### config.mk
export PLATFORM = sky130hd
export DESIGN_NAME = car_direction_detector
export DESIGN_NICKNAME = d
export VERILOG_FILES = /design/src/rtl/parking_pkg.sv /design/src/rtl/sensor_debounce.sv /design/src/rtl/car_direction_detector.sv
export SDC_FILE = /design/constraint.sdc
export NUM_CORES = 1
export LEC_CHECK = 0
export ABC_AREA = 1
export BUFFER_PORTS_ARGS = -buffer_cell sky130_fd_sc_hd__buf_2
export CAP_MARGIN = 20
export CORE_AREA = 5 5 52 45
export CTS_CLUSTER_DIAMETER = 80
export DETAILED_ROUTE_END_ITERATION = 10
export DIE_AREA = 0 0 57 50
export PLACE_DENSITY = 0.72
export SYNTH_ARGS = -nofsm -noshare
export SYNTH_HDL_FRONTEND = slang
export SYNTH_HIERARCHICAL = 1
export SYNTH_SLANG_ARGS = --single-unit
### constraint.sdc
create_clock -name CLK100MHZ -period 1.4 [get_ports CLK100MHZ]
set_input_delay 0.07 -clock CLK100MHZ [delete_from_list [all_inputs] [get_ports CLK100MHZ]]
set_output_delay 0.07 -clock CLK100MHZ [all_outputs]
set_load 0.01 [all_outputs]
### src/rtl/parking_pkg.sv
// Shared parking-lot definitions: direction FSM state encoding and sensor debounce default.
// Also imported by the lot occupancy counter.
package parking_pkg;

    localparam logic [15:0] DEBOUNCE_DEFAULT = 16'd1000;

    localparam logic [2:0] ST_IDLE     = 3'd0;
    localparam logic [2:0] ST_EN_A     = 3'd1;
    localparam logic [2:0] ST_EN_AB    = 3'd2;
    localparam logic [2:0] ST_EN_B     = 3'd3;
    localparam logic [2:0] ST_EX_B     = 3'd4;
    localparam logic [2:0] ST_EX_AB    = 3'd5;
    localparam logic [2:0] ST_EX_A     = 3'd6;
    localparam logic [2:0] ST_WAIT_CLR = 3'd7;

    typedef enum logic [2:0] {
        IDLE     = ST_IDLE,
        EN_A     = ST_EN_A,
        EN_AB    = ST_EN_AB,
        EN_B     = ST_EN_B,
        EX_B     = ST_EX_B,
        EX_AB    = ST_EX_AB,
        EX_A     = ST_EX_A,
        WAIT_CLR = ST_WAIT_CLR
    } dir_state_t;

endpackage

### src/rtl/sensor_debounce.sv
// Purpose: 2-flop synchronizer plus optional stability filter (CAR_DIRECTION_DEBOUNCE_EN) for one photo-sensor.
// Latency: 2 cycles sync, plus DEBOUNCE_CYCLES when the filter is built; no backpressure (free-running).
module sensor_debounce
    import parking_pkg::*;
#(
    parameter logic [15:0] DEBOUNCE_CYCLES = DEBOUNCE_DEFAULT
) (
    input  logic clk,
    input  logic rst_n,
    input  logic raw,
    output logic filt
);

    logic [1:0] sync_q;
    logic       sync_bit;

    always_ff @(posedge clk or negedge rst_n) begin
        if (!rst_n) sync_q <= 2'b00;
        else        sync_q <= {sync_q[0], raw};
    end

    assign sync_bit = sync_q[1];

`ifdef CAR_DIRECTION_DEBOUNCE_EN
    logic [15:0] cnt;
    logic        filt_q;

    // cnt holds how many consecutive cycles the synchronized bit has disagreed with filt_q
    always_ff @(posedge clk or negedge rst_n) begin
        if (!rst_n) begin
            cnt    <= 16'd0;
            filt_q <= 1'b0;
        end else if (sync_bit == filt_q) begin
            cnt <= 16'd0;
        end else if (({1'b0, cnt} + 17'd1) >= {1'b0, DEBOUNCE_CYCLES}) begin
            filt_q <= sync_bit;
            cnt    <= 16'd0;
        end else if (cnt != 16'hFFFF) begin
            cnt <= cnt + 16'd1;
        end
    end

    assign filt = filt_q;
`else
    logic unused_cfg;
    assign unused_cfg = ^DEBOUNCE_CYCLES;
    assign filt       = sync_bit;
`endif

endmodule

### src/rtl/car_direction_detector.sv
// Purpose: classify A/B beam-break sequences into entry, exit or error pulses; filter built with CAR_DIRECTION_DEBOUNCE_EN.
// Latency: filtered edge to pulse is 1 cycle (registered outputs); no backpressure, pulses are single-cycle.
module car_direction_detector
    import parking_pkg::*;
#(
    parameter logic [15:0] DEBOUNCE_CYCLES = DEBOUNCE_DEFAULT
) (
    input  logic CLK100MHZ,
    input  logic reset_n,
    input  logic A,
    input  logic B,
    output logic car_enter,
    output logic car_exit,
    output logic seq_error,
    output logic busy
);

    logic       fa;
    logic       fb;
    logic [1:0] ab;

    dir_state_t state;
    dir_state_t nxt;
    logic       enter_nxt;
    logic       exit_nxt;
    logic       err_nxt;

    sensor_debounce #(.DEBOUNCE_CYCLES(DEBOUNCE_CYCLES)) u_deb_a (
        .clk   (CLK100MHZ),
        .rst_n (reset_n),
        .raw   (A),
        .filt  (fa)
    );

    sensor_debounce #(.DEBOUNCE_CYCLES(DEBOUNCE_CYCLES)) u_deb_b (
        .clk   (CLK100MHZ),
        .rst_n (reset_n),
        .raw   (B),
        .filt  (fb)
    );

    assign ab = {fa, fb};

    always_ff @(posedge CLK100MHZ or negedge reset_n) begin
        if (!reset_n) begin
            state     <= IDLE;
            car_enter <= 1'b0;
            car_exit  <= 1'b0;
            seq_error <= 1'b0;
            busy      <= 1'b0;
        end else begin
            state     <= nxt;
            car_enter <= enter_nxt;
            car_exit  <= exit_nxt;
            seq_error <= err_nxt;
            busy      <= (nxt != IDLE);
        end
    end

    // Unlisted codes in each state mean "hold"; anything flagged err_nxt is redirected below.
    always_comb begin
        nxt       = state;
        enter_nxt = 1'b0;
        exit_nxt  = 1'b0;
        err_nxt   = 1'b0;
        unique case (state)
            IDLE: case (ab)
                2'b10:   nxt = EN_A;
                2'b01:   nxt = EX_B;
                2'b11:   err_nxt = 1'b1;
                default: ;
            endcase
            EN_A: case (ab)
                2'b11:   nxt = EN_AB;
                2'b00:   nxt = IDLE;
                2'b01:   err_nxt = 1'b1;
                default: ;
            endcase
            EN_AB: case (ab)
                2'b01:   nxt = EN_B;
                2'b10:   nxt = EN_A;
                2'b00:   err_nxt = 1'b1;
                default: ;
            endcase
            EN_B: case (ab)
                2'b00: begin
                    nxt       = IDLE;
                    enter_nxt = 1'b1;
                end
                2'b11:   nxt = EN_AB;
                2'b10:   err_nxt = 1'b1;
                default: ;
            endcase
            EX_B: case (ab)
                2'b11:   nxt = EX_AB;
                2'b00:   nxt = IDLE;
                2'b10:   err_nxt = 1'b1;
                default: ;
            endcase
            EX_AB: case (ab)
                2'b10:   nxt = EX_A;
                2'b01:   nxt = EX_B;
                2'b00:   err_nxt = 1'b1;
                default: ;
            endcase
            EX_A: case (ab)
                2'b00: begin
                    nxt      = IDLE;
                    exit_nxt = 1'b1;
                end
                2'b11:   nxt = EX_AB;
                2'b01:   err_nxt = 1'b1;
                default: ;
            endcase
            WAIT_CLR: begin
                if (ab == 2'b00) nxt = IDLE;
            end
            default: nxt = IDLE;
        endcase
        if (err_nxt) nxt = WAIT_CLR;
    end

endmodule

Word-level counts from Yosys, hierarchy flattened
Index checks and enable logic that the tools add are counted. W data, S select, Z words.

Register bits: 11. Latch bits: 0. Memory bits (writable): 0. Bits in read-only memories: 0. Input bits: 4. Output and inout bits: 4. Logic and storage cells: 40. Memories kept: 0.

$add $sub $neg: 0. $mul: 0. Div/mod/pow operators: 0. Magnitude comparators: 0. Equal/unequal tests: 10. Shifts and indexed selects: 0. Mux-type cells: 15. Bitwise logic cells: 0. Reductions and logical operators: 8.

Operators with widths (count): $pmux W3 S2 (5); $pmux W3 S6 (1); $eq A3 B3 Y1 const B (4); $reduce_or A2 Y1 (5); $eq A3 B2 Y1 const B (2); $mux W1 (6); $mux W3 (2); $eq A2 B2 Y1 const B (2); $pmux W1 S4 (1); $eq A3 B1 Y1 const B (1); $logic_not A3 Y1 (1); $reduce_bool A3 Y1 (1); $eq A2 B1 Y1 const B (1); $logic_not A2 Y1 (1).

Depth between registers and ports, before layout
Gate-level depths: netlist of the first run.

Depth in word-level cells: 5. Mapped depth: 11. Depth with buffers taken out: 10.

Modules after synthesis
Netlist of the first run, hierarchy kept.

Modules (own cells, without submodules): car_direction_detector (times used 1, cells each 86, area each 658.1 um^2, seq. area each 175.2 um^2); sensor_debounce (times used 2, cells each 2, area each 50.0 um^2, seq. area each 50.0 um^2).

Worst setup path after synthesis of the first run
No wires, ideal clock.

Path kind: register -> register. Start: register u_deb_a.sync_q[1]. End: register busy. Setup time: 0.120 ns. Data arrival time: 1.359 ns. Required time: 1.280 ns. Setup slack: -0.078 ns. Cell stages (with the launch flop): 12. Path buffers: 1. Clock period less this slack: 1.478 ns. Path through: dfrtp_1 inv_1 ha_1 buf_2 inv_1 nand2_1 nand3_1 nand3_1 nor2_1 nand2_1 inv_1 nand2_1.

Word-level cells in the longest chain between the ends: 5. Elaborated cells on any way between the ends: 18. Those cells by class: eq/ne (3); mux (13); reduce/logical (2).

RTL lines: start: declaration (RTL line sensor_debounce.sv:14) `logic [1:0] sync_q;`; start signal: assignment (RTL line sensor_debounce.sv:19) `else sync_q <= {sync_q[0], raw};`; $eq A2 B2 Y1, or another cell as far along; $pmux W3 S2, or another cell as far along (RTL line car_direction_detector.sv:94) `EX_B: case (ab)`; $pmux W3 S6 or $pmux W1 S4 (tied branches) (RTL line car_direction_detector.sv:66) `unique case (state)`; $mux W3 * (RTL line car_direction_detector.sv:120) `if (err_nxt) nxt = WAIT_CLR;`; $reduce_bool A3 Y1 * (RTL line car_direction_detector.sv:56) `busy <= (nxt != IDLE);`; end signal: assignment (RTL line car_direction_detector.sv:56); end: declaration (RTL line car_direction_detector.sv:15) `output logic busy`.

Mark *: on every way between the ends. The rest lies on a longest branch, timed or not.

Final worst setup path of the first run
Same ends and word-level chain as after synthesis.

==> results of run 1 <==
state kept, by name, summed over array words and instances (netlist names):
signal and flops:
busy 1, car_enter 1, car_exit 1, seq_error 1
state 3, u_deb_a/sync_q 2, u_deb_b/sync_q 2
timing repair:
item / 4_1_cts / 5_1_grt
pin swaps: 3 / 10
hold buffers: 3 / 0
buffers inserted: 1 / 3
gates resized for setup: 1 / 16
setup endpoints to repair: 1 / 4
hold endpoints to repair: 13 / 0
placed cells by master, fill, tap and decap left out:
master         Yosys  routed
buf_6              3       3
dlygate4sd3_1      0       3
ha_4               0       3
ha_1               6       2
nand4_1            3       3
nand2_1           19      18
nand3_1            8       8
inv_2              4       8
a21oi_4            1       1
dfrtp_1           11       9
nor2_1             9       7
nor2_2             3       5
buf_2              1       7
ha_2               0       1
nor2b_4            1       1
nand2_2            4       5
nor2_4             1       1
buf_4              0       7
a21oi_2            0       1
clkbuf_4           0       3
clkbuf_1           0       1
o21ai_1            2       2
nand3_2            2       2
nand2_4            2       2
inv_1              8       4
dfrtp_2            0       2
nand3_4            1       1
metrics by stage:
stage,instance area [sq um],hold slack [ns]
6_report,981,0.184
4_1_cts,908,0.195
3_5_place_dp,842,-0.0480
2_1_floorplan,777,-0.226
5_1_grt,981,0.211
3_3_place_gp,842,-0.0591
critical path, stage by stage (launching register included):
cell	delay, ns
dfrtp_1	0.40
inv_2	0.10
ha_4	0.22
buf_6	0.13
nor2_2	0.07
o21ai_1	0.06
nor2_1	0.11
nand2_1	0.08
nor2_2	0.10
nand2_1	0.06
synth_stat cells:
cell type  instances
o21ai_1            2
nand2_1           19
a21oi_4            1
a21oi_1            1
nand2_4            2
nand3_2            2
buf_6              3
buf_2              1
nand2_2            4
nor2_2             3
nand3_1            8
inv_1              8
dfrtp_1           11
nor2b_4            1
nand3_4            1
nand4_1            3
nor2_1             9
inv_2              4
nor2_4             1
ha_1               6
worst paths after layout:
| kind | from | endpoint | slack (ns) | cells after the start |
|---|---|---|---|---|
| worst max-delay path | u_deb_a/sync_q[1] | busy | -0.03 | 9 |
| worst min-delay path | reset_n | car_exit | 0.18 | 2 |
| worst max register to register | u_deb_a/sync_q[1] | busy | -0.03 | 9 |
| worst min register to register | u_deb_b/sync_q[0] | u_deb_b/sync_q[1] | 0.35 | 0 |
| max in group asynchronous | reset_n | state[2] | 1.00 | 2 |
| min in group CLK100MHZ | u_deb_b/sync_q[0] | u_deb_b/sync_q[1] | 0.35 | 0 |
layout make-up:
class	instances	share of cell area (%)
multi-input combinational	63	45.9
sequential	11	28.3
timing repair buffer	20	15.4
inverter	12	4.59
tap	24	3.06
clock buffer	4	2.68
per-layer routing:
metal / up-vias / track usage [%]
met5: - / 0
met4: 0 / 3.47
met3: 2 / 4.70
met2: 12 / 17.9
met1: 289 / 15.6
li1: 322 / -
cell families after synthesis:
kind of cell             after synthesis  share of synthesized area, %
flip-flops                            11                          36.3
AND/OR/NAND/NOR                       53                          38.6
adder cells (fa/ha/maj)                6                          9.90
buffers and inverters                 16                          11.1
AO/OA/AOI/OAI                          4                          4.13
power groups by stage:
stage / Clock [uW] / Combinational [uW] / Sequential [uW]
after CTS: 222 / 902 / 531
final: 217 / 937 / 537
after floorplan: 0 / 810 / 458
after global routing: 248 / 1060 / 554
after detailed placement: 0 / 882 / 539
after global placement: 0 / 886 / 536
==> results.cfg, run 1 <==
[sta]
setup_violations = 2
setup_slack_ns = -0.0327
fin_crit_sh_pct = 102
maxSlewViolCount = 0
tightest_slew_ns = 0.318
fin_skew_ns = 0.00275
post-route-min-period_ns = 1.43
maxSlewHeadroom_pct = 78.8
tns_ns = -0.0460
fmax_mhz = 698
hold_violations = 0
rsz0062_at_grt = true

[detailed_routing]
vias_per_cell = 4.66
routed.top_layer = met4
wl_per_cell_microns = 10.9
routed_wl_microns = 1460
ant_nets = 0
drt_iter0_drc = 14
drc = 0
wl_met2_microns = 733
first_pass_iters = 4
via_count = 625
wl_met1_microns = 650
wl_met3_microns = 70

[die]
fp-row-count = 14
initial_core_util_pct = 42.4
ioPinCount = 8
die_y_microns = 50
coreArea_sq_mm = 0.00179
die_x_microns = 57
die-area_sq_mm = 0.00285

[finish]
layout.cells.non_filler = 134
diodes = 0
regArea_sq_um = 278
syn2layout_area_growth_pct = 29.4
fillers = 163
nNetsFinal = 121
multi_input_area_sq_um = 450
drive_above_1_share_pct = 48.2
fin_util_pct = 54.9

[setup_path]
crit_type = reg2reg
cp_max_fo = 6
crit_arrival_ns = 1.60
start_kind = register
cp-end-kind = register
required_ns = 1.57

[power_and_ir_drop]
powerDensity_mw_per_mm2 = 1720
p_int_uw = 914
total_power_uw = 1690
pwr-share-seq_pct = 31.8
p_clk_share_pct = 12.9
p_switching_uw = 777
switching_share_pct = 46.0
combPwrFrac_pct = 55.4
peakVddDrop_mv = 0.989
cellLeakagePower_uw = 0.000489

[place]
hpwl_microns = 1120
pre_cts_ws_ns = -0.0562
gp_congestion = 0.895
portBuffers = 7
place_inst = 123

[outcome]
status = finished with violations
violations = negative setup slack

[synthesis]
synth_warnings = 6
synth_top_cell_area_share_pct = 36.3
postSynthCellCount = 90
synthTopCellsByArea = dfrtp_1 (36%), ha_1 (9.9%), nand2_1 (9.4%)
synthesis.nets = 100
syn_area_sq_um = 758
synth_cell_types = 20
postSynthAreaPerCell_sq_um = 8.42
yosysTopAreaCell = dfrtp_1
ys_seq_area_share_pct = 36.3
ys_ff_latch = 11

[cts]
cts.htree.levels = 1
path_clk_slew_ns = 0.07
cts_buffer_depth = 2
ctsRootBufferMaster = clkbuf_4
worstSkewPairLatency_ns = 0.27
cts_made_buffers = 3
cts.sinks = 11
cts_tree = built

[global_routing]
grt_pass1_wl_microns = 2580
grt_max_degree = 12
grtUsageTotal_pct = 11.9
antenna_found_initial = 0
grt_pass1_vias = 593
gr-total-overflow = 0

[hold_path]
hold_class = in2async

[flow_run]
maxCapViolations = 0
No activity file was read; power rests on OpenSTA's default activity.
==> inputs of run 2 (changes only) <==
Settings changed: CAP_MARGIN 20 to not set, SKIP_LAST_GASP set to 1.
==> run 2 against run 1 <==
Net effect:
- the run now ends clean
- critical endpoint unchanged
- combinational power down 3.6%
- final cell count down 2.2%
- highest routed layer is now met3
- clock skew about the same
- clock power about the same
- worst hold slack better by 0.0040 ns
- power down 2.6%
- maximum frequency up 2.6%
- critical path depth unchanged
- flip-flop and latch count unchanged
==> results.cfg, run 2 (synthesis gave the netlist of run 1 again) <==
[outcome]
status = complete, no violations

[sta]
tightest_slew_ns = 0.347
fin_crit_sh_pct = 99.7
maxSlewViolCount = 0
post-route-min-period_ns = 1.40
setup_violations = 0
rsz0062_at_grt = true
holdWs_ns = 0.188
tns_ns = 0
fmax_mhz = 716
hold_violations = 0
maxSlewHeadroom_pct = 76.9
fin_skew_ns = 0.00243

[die]
die_x_microns = 57
initial_core_util_pct = 42.4
die_y_microns = 50
fp-row-count = 14
ioPinCount = 8
die-area_sq_mm = 0.00285
coreArea_sq_mm = 0.00179

[setup_path]
crit_top_cell = nand2_1
cp-end-kind = register
start_kind = register
cp_max_fo = 9
path_cells = inv_2 -> ha_4 -> nand2_1 -> nand3_1 -> nand3_1 -> nor2_2 -> nand2_1 -> inv_1 -> nand2_1
crit_arrival_ns = 1.56
crit_type = reg2reg
slowest_delay_ns = 0.39
required_ns = 1.56
slowest_stage = dfrtp_1

[cts]
cts_made_buffers = 3
cts_tree = built
cts_buffer_depth = 2
ctsRootBufferMaster = clkbuf_4
path_clk_slew_ns = 0.07
worstSkewPairLatency_ns = 0.27
cts.htree.levels = 1
cts.sinks = 11

[detailed_routing]
vias_per_cell = 4.56
first_pass_iters = 4
routed_wl_microns = 1360
wl_per_cell_microns = 10.4
via_count = 597
ant_nets = 0
drc = 0
drt_iter0_drc = 16

[finish]
drive_above_1_share_pct = 39.3
layout.cells.most_common = nand2_1
nNetsFinal = 118
largest_register = state
largest_reg_flops = 3
syn2layout_area_growth_pct = 20.1
reg.largest.list = state (3), u_deb_a/sync_q (2), u_deb_b/sync_q (2)
diodes = 0
final_cell_mix = nand2_1 (19), dfrtp_1 (11), nand3_1 (8), nor2_1 (8)

[place]
gp_congestion = 0.895
portBuffers = 7
hpwl_microns = 1120

[hold_path]
hold_class = in2async

[global_routing]
grt_pass1_wl_microns = 2550
gr-total-overflow = 0
grt_pass1_vias = 595
antenna_found_initial = 0
grtUsageTotal_pct = 11.8
grt_max_degree = 12

[power_and_ir_drop]
powerDensity_mw_per_mm2 = 1810
cellLeakagePower_uw = 0.000472
peakVddDrop_mv = 0.989

[flow_run]
maxCapViolations = 0
==> run 2: cell count changes in the layout (fill, tap and decap cells not counted) <==
cell / previous run / this run
ha_4: 3 / 1
inv_1: 4 / 5
a21oi_2: 1 / 0
nor2_1: 7 / 8
dfrtp_2: 2 / 0
a21oi_1: 0 / 1
ha_1: 2 / 4
inv_2: 8 / 7
nand2_2: 5 / 4
nor2_2: 5 / 4
buf_6: 3 / 0
nand2_1: 18 / 19
dfrtp_1: 9 / 11
==> run 2: final cells by class <==
type | instances | area [sq um]
Sequential cell | 11 | 275
Multi-Input combinational cell | 63 | 417
Timing Repair Buffer | 17 | 118
Inverter | 12 | 45.0
Clock buffer | 4 | 26.3
Fill cell | 168 | 876
Tap cell | 24 | 30.0
==> run 2: worst paths after layout <==
check | start | to | slack (ns) | cells after the start
max reg2reg | u_deb_a/sync_q[1] | busy | 0.004 | 9
min reg2reg | u_deb_b/sync_q[0] | u_deb_b/sync_q[1] | 0.35 | 0
max | u_deb_a/sync_q[1] | busy | 0.004 | 9
min | reset_n | car_exit | 0.19 | 2
max in group asynchronous | reset_n | u_deb_b/sync_q[1] | 1.01 | 2
min in group CLK100MHZ | u_deb_b/sync_q[0] | u_deb_b/sync_q[1] | 0.35 | 0
==> run 2: repair_timing <==
| action | in CTS | in global routing |
|---|---|---|
| hold buffers | 3 | 0 |
| pin swaps | 1 | 0 |
| endpoints found under the setup margin | 1 | 4 |
| setup buffers | 1 | 0 |
| resized for setup | 1 | 1 |
| hold endpoints to repair | 13 | 0 |
==> run 2: routing by layer <==
metal / global-route usage [%] / routed length, microns
met4: 3.47 / 0
met5: 0 / 0
met3: 4.70 / 107
met1: 15.3 / 608
met2: 17.9 / 646
==> run 2: where the power goes <==
part           internal [uW]  total, uW  switching (uW)
combinational            379        903             524
sequential               399        529             130
clock                    110        215             105
==> run 2: worst max-delay path, delay by kind of cell, from the launching register on <==
family	cells	cell delay, ns
simple gates	6	0.48
flops	1	0.39
buf+inv	2	0.13
fa+ha+maj	1	0.31
==> run 2: per-stage QoR <==
| step | utilization [%] | cell area [sq um] | cells | setup WS, ns | power (uW) |
|---|---|---|---|---|---|
| after detailed placement | 47.1 | 842 | 123 | -0.0562 | 1420 |
| after global routing | 51.0 | 911 | 131 | -0.129 | 1820 |
| final | 51.0 | 911 | 131 | 0.00397 | 1650 |
| after global placement | 47.1 | 842 | 123 | -0.0492 | 1420 |
| after CTS | 50.8 | 908 | 131 | -0.0193 | 1660 |
| after floorplan | - | 777 | 90 | 0.000420 | 1270 |
==> inputs of run 3 (changes only) <==
Settings changed: ABC_AREA 1 to not set, CORE_AREA 5 5 52 45 to 5 5 44 46, DIE_AREA 0 0 57 50 to 0 0 49 51, PLACE_DENSITY 0.72 to 0.73.
==> run 3 against run 2 <==
Net effect:
- clock power fell by 7%
- the run now ends with negative setup slack left
- final cell count fell by 21%
- clock skew rose by 0.0071 ns
- power fell by 11%
- critical path type unchanged
- sequential share of layout area rose by 0.46 points
==> results.cfg, run 3 <==
[outcome]
status = finished with violations
violations = negative setup slack

[die]
ioPinCount = 8
die_x_microns = 49
initial_core_util_pct = 43.6
fp-row-count = 14
coreArea_sq_mm = 0.00147
die_y_microns = 51
die-area_sq_mm = 0.00250

[hold_path]
hold_class = in2async

[place]
pre_cts_ws_ns = -0.294
hpwl_microns = 1010
gp_congestion = 0.875
placed_area_sq_um = 813
portBuffers = 7

[setup_path]
crit_type = reg2reg
crit_arrival_ns = 1.79
cp-end-kind = register
start_kind = register
required_ns = 1.53
cp_max_fo = 3

[global_routing]
grtUsageTotal_pct = 12.5
antenna_found_initial = 0
gr-total-overflow = 0
grt_max_degree = 12
grt_pass1_wl_microns = 2500
grt_pass1_vias = 572

[finish]
drive_above_1_share_pct = 47.7
fin_util_pct = 61.0
reg.largest.list = state (3), u_deb_a/sync_q (2), u_deb_b/sync_q (2)
final_area_sq_um = 897
syn2layout_area_growth_pct = 39.8
diodes = 0
largest_reg_flops = 3
layout.cells.most_common = buf_4
fillers = 124
regArea_sq_um = 275
nNetsFinal = 99
final_cell_mix = buf_4 (19), dfrtp_1 (11), buf_2 (7)
multi_input_area_sq_um = 357
largest_register = state

[sta]
fmax_mhz = 601
setup_slack_ns = -0.265
fin_skew_ns = 0.00949
holdWs_ns = 0.204
rsz0062_at_grt = true
maxSlewViolCount = 0
post-route-min-period_ns = 1.67
setup_violations = 5
fin_crit_sh_pct = 119
hold_violations = 0
maxSlewHeadroom_pct = 78.9
tightest_slew_ns = 0.317

[cts]
cts_made_buffers = 3
worstSkewPairLatency_ns = 0.26
cts.htree.levels = 1
ctsRootBufferMaster = clkbuf_4
cts.sinks = 11
cts_tree = built
path_clk_slew_ns = 0.07
cts_buffer_depth = 2

[synthesis]
yosysTopAreaCell = dfrtp_1
synth_cell_types = 29
synth_top_family_by_area = simple AND/OR/NAND/NOR gates
ys_ff_latch = 11
synth_mux_area_share_pct = 7.21
async_flop_share_pct = 100
postSynthCellCount = 59
postSynthAreaPerCell_sq_um = 10.9
ys_seq_area_share_pct = 42.9
synthesis.nets = 69
synth_compound_area_share_pct = 15.0
synth_top_cell_area_share_pct = 42.9
synth-xor-area-share_pct = 0
synthTopCellsByArea = dfrtp_1 (43%), ha_1 (12%), nand2_1 (3.5%)
synth_common_cells = dfrtp_1 (11), ha_1 (6), nand2_1 (6), buf_2 (3), nor3b_1 (3)
synth_simple_gate_area_share_pct = 17.3
ys.flop_type = dfrtp_1
synth-adder-area-share_pct = 11.7
synth_warnings = 6
syn_area_sq_um = 642
synth.most_common_cell = dfrtp_1
synth-edff-count = 0

[power_and_ir_drop]
peakVddDrop_mv = 1.10
powerDensity_mw_per_mm2 = 1630
cellLeakagePower_uw = 0.000440
total_power_uw = 1460

[detailed_routing]
via_count = 526
drt_iter0_drc = 12
first_pass_iters = 4
ant_nets = 0
wl_per_cell_microns = 13.2
drc = 0
vias_per_cell = 5.06
routed_wl_microns = 1380

[flow_run]
maxCapViolations = 0
run 3: cell types whose count changed after synthesis, moves of 3 or more:
cell	delta
nand2_2	-4
nor3b_1	+3
nand2_1	-13
nor2_2	-3
inv_2	-3
nand3_1	-8
nor2_1	-7
inv_1	-6
run 3: power breakdown:
part | switching (uW) | internal [uW]
clock | 91.6 | 110
sequential | 71.8 | 396
combinational | 376 | 414
run 3: timing repair:
item / in CTS / in global routing
hold endpoints to repair: 13 / 0
pin swaps: 3 / 1
hold buffers: 3 / 0
resized for setup: 1 / 2
setup endpoints to repair: 5 / 5
buffers inserted: 1 / 1
run 3: logic make-up (layout without fill, tap and decap cells):
kind of cell | Yosys count | in the layout
AOI/OAI and AO/OA | 12 | 12
adders and majority gates | 6 | 6
buffers and inverters | 7 | 36
DFF | 11 | 11
muxes | 4 | 4
and+or+nand+nor | 19 | 19
run 3: worst paths after layout:
kind / from / end / slack (ns) / depth (start not counted)
setup reg to reg: u_deb_a/sync_q[1] / busy / -0.27 / 7
setup / recovery: u_deb_a/sync_q[1] / busy / -0.27 / 7
hold reg to reg: u_deb_b/sync_q[0] / u_deb_b/sync_q[1] / 0.35 / 0
max in group asynchronous: reset_n / state[0] / 0.99 / 2
min in group CLK100MHZ: u_deb_b/sync_q[0] / u_deb_b/sync_q[1] / 0.35 / 0
hold / removal: reset_n / state[2] / 0.20 / 2
run 3: cell type report:
| cell class | count | share of cell area, % |
|---|---|---|
| multi-input combinational | 41 | 39.7 |
| sequential | 11 | 30.7 |
| timing repair buffer | 29 | 23.2 |
| tap | 16 | 2.23 |
| inverter | 3 | 1.26 |
| clock buffer | 4 | 2.93 |
run 3: critical path, cell delays in order, from the launching register on:
cell	delay, ns
dfrtp_1	0.38
inv_2	0.08
ha_2	0.20
mux2_4	0.26
a21oi_2	0.14
o211ai_2	0.12
a311oi_2	0.25
nand4_1	0.11
run 3: metrics by stage:
stage | setup TNS [ns] | cells
after global routing | -1.36 | 104
final | -0.908 | 104
after detailed placement | -0.900 | 95
after floorplan | -0.423 | 59
after CTS | -0.830 | 103
after global placement | -0.810 | 95
run 3: per-layer routing:
metal	vias to the layer above	part of all wire [%]	GRT usage, %	wire length (microns)
met1	243	46	15.5	626
met4	0	0	4.04	0
met3	0	3.9	0.872	54
li1	266	-	-	-
met5	-	0	0	0
met2	17	51	22.8	695
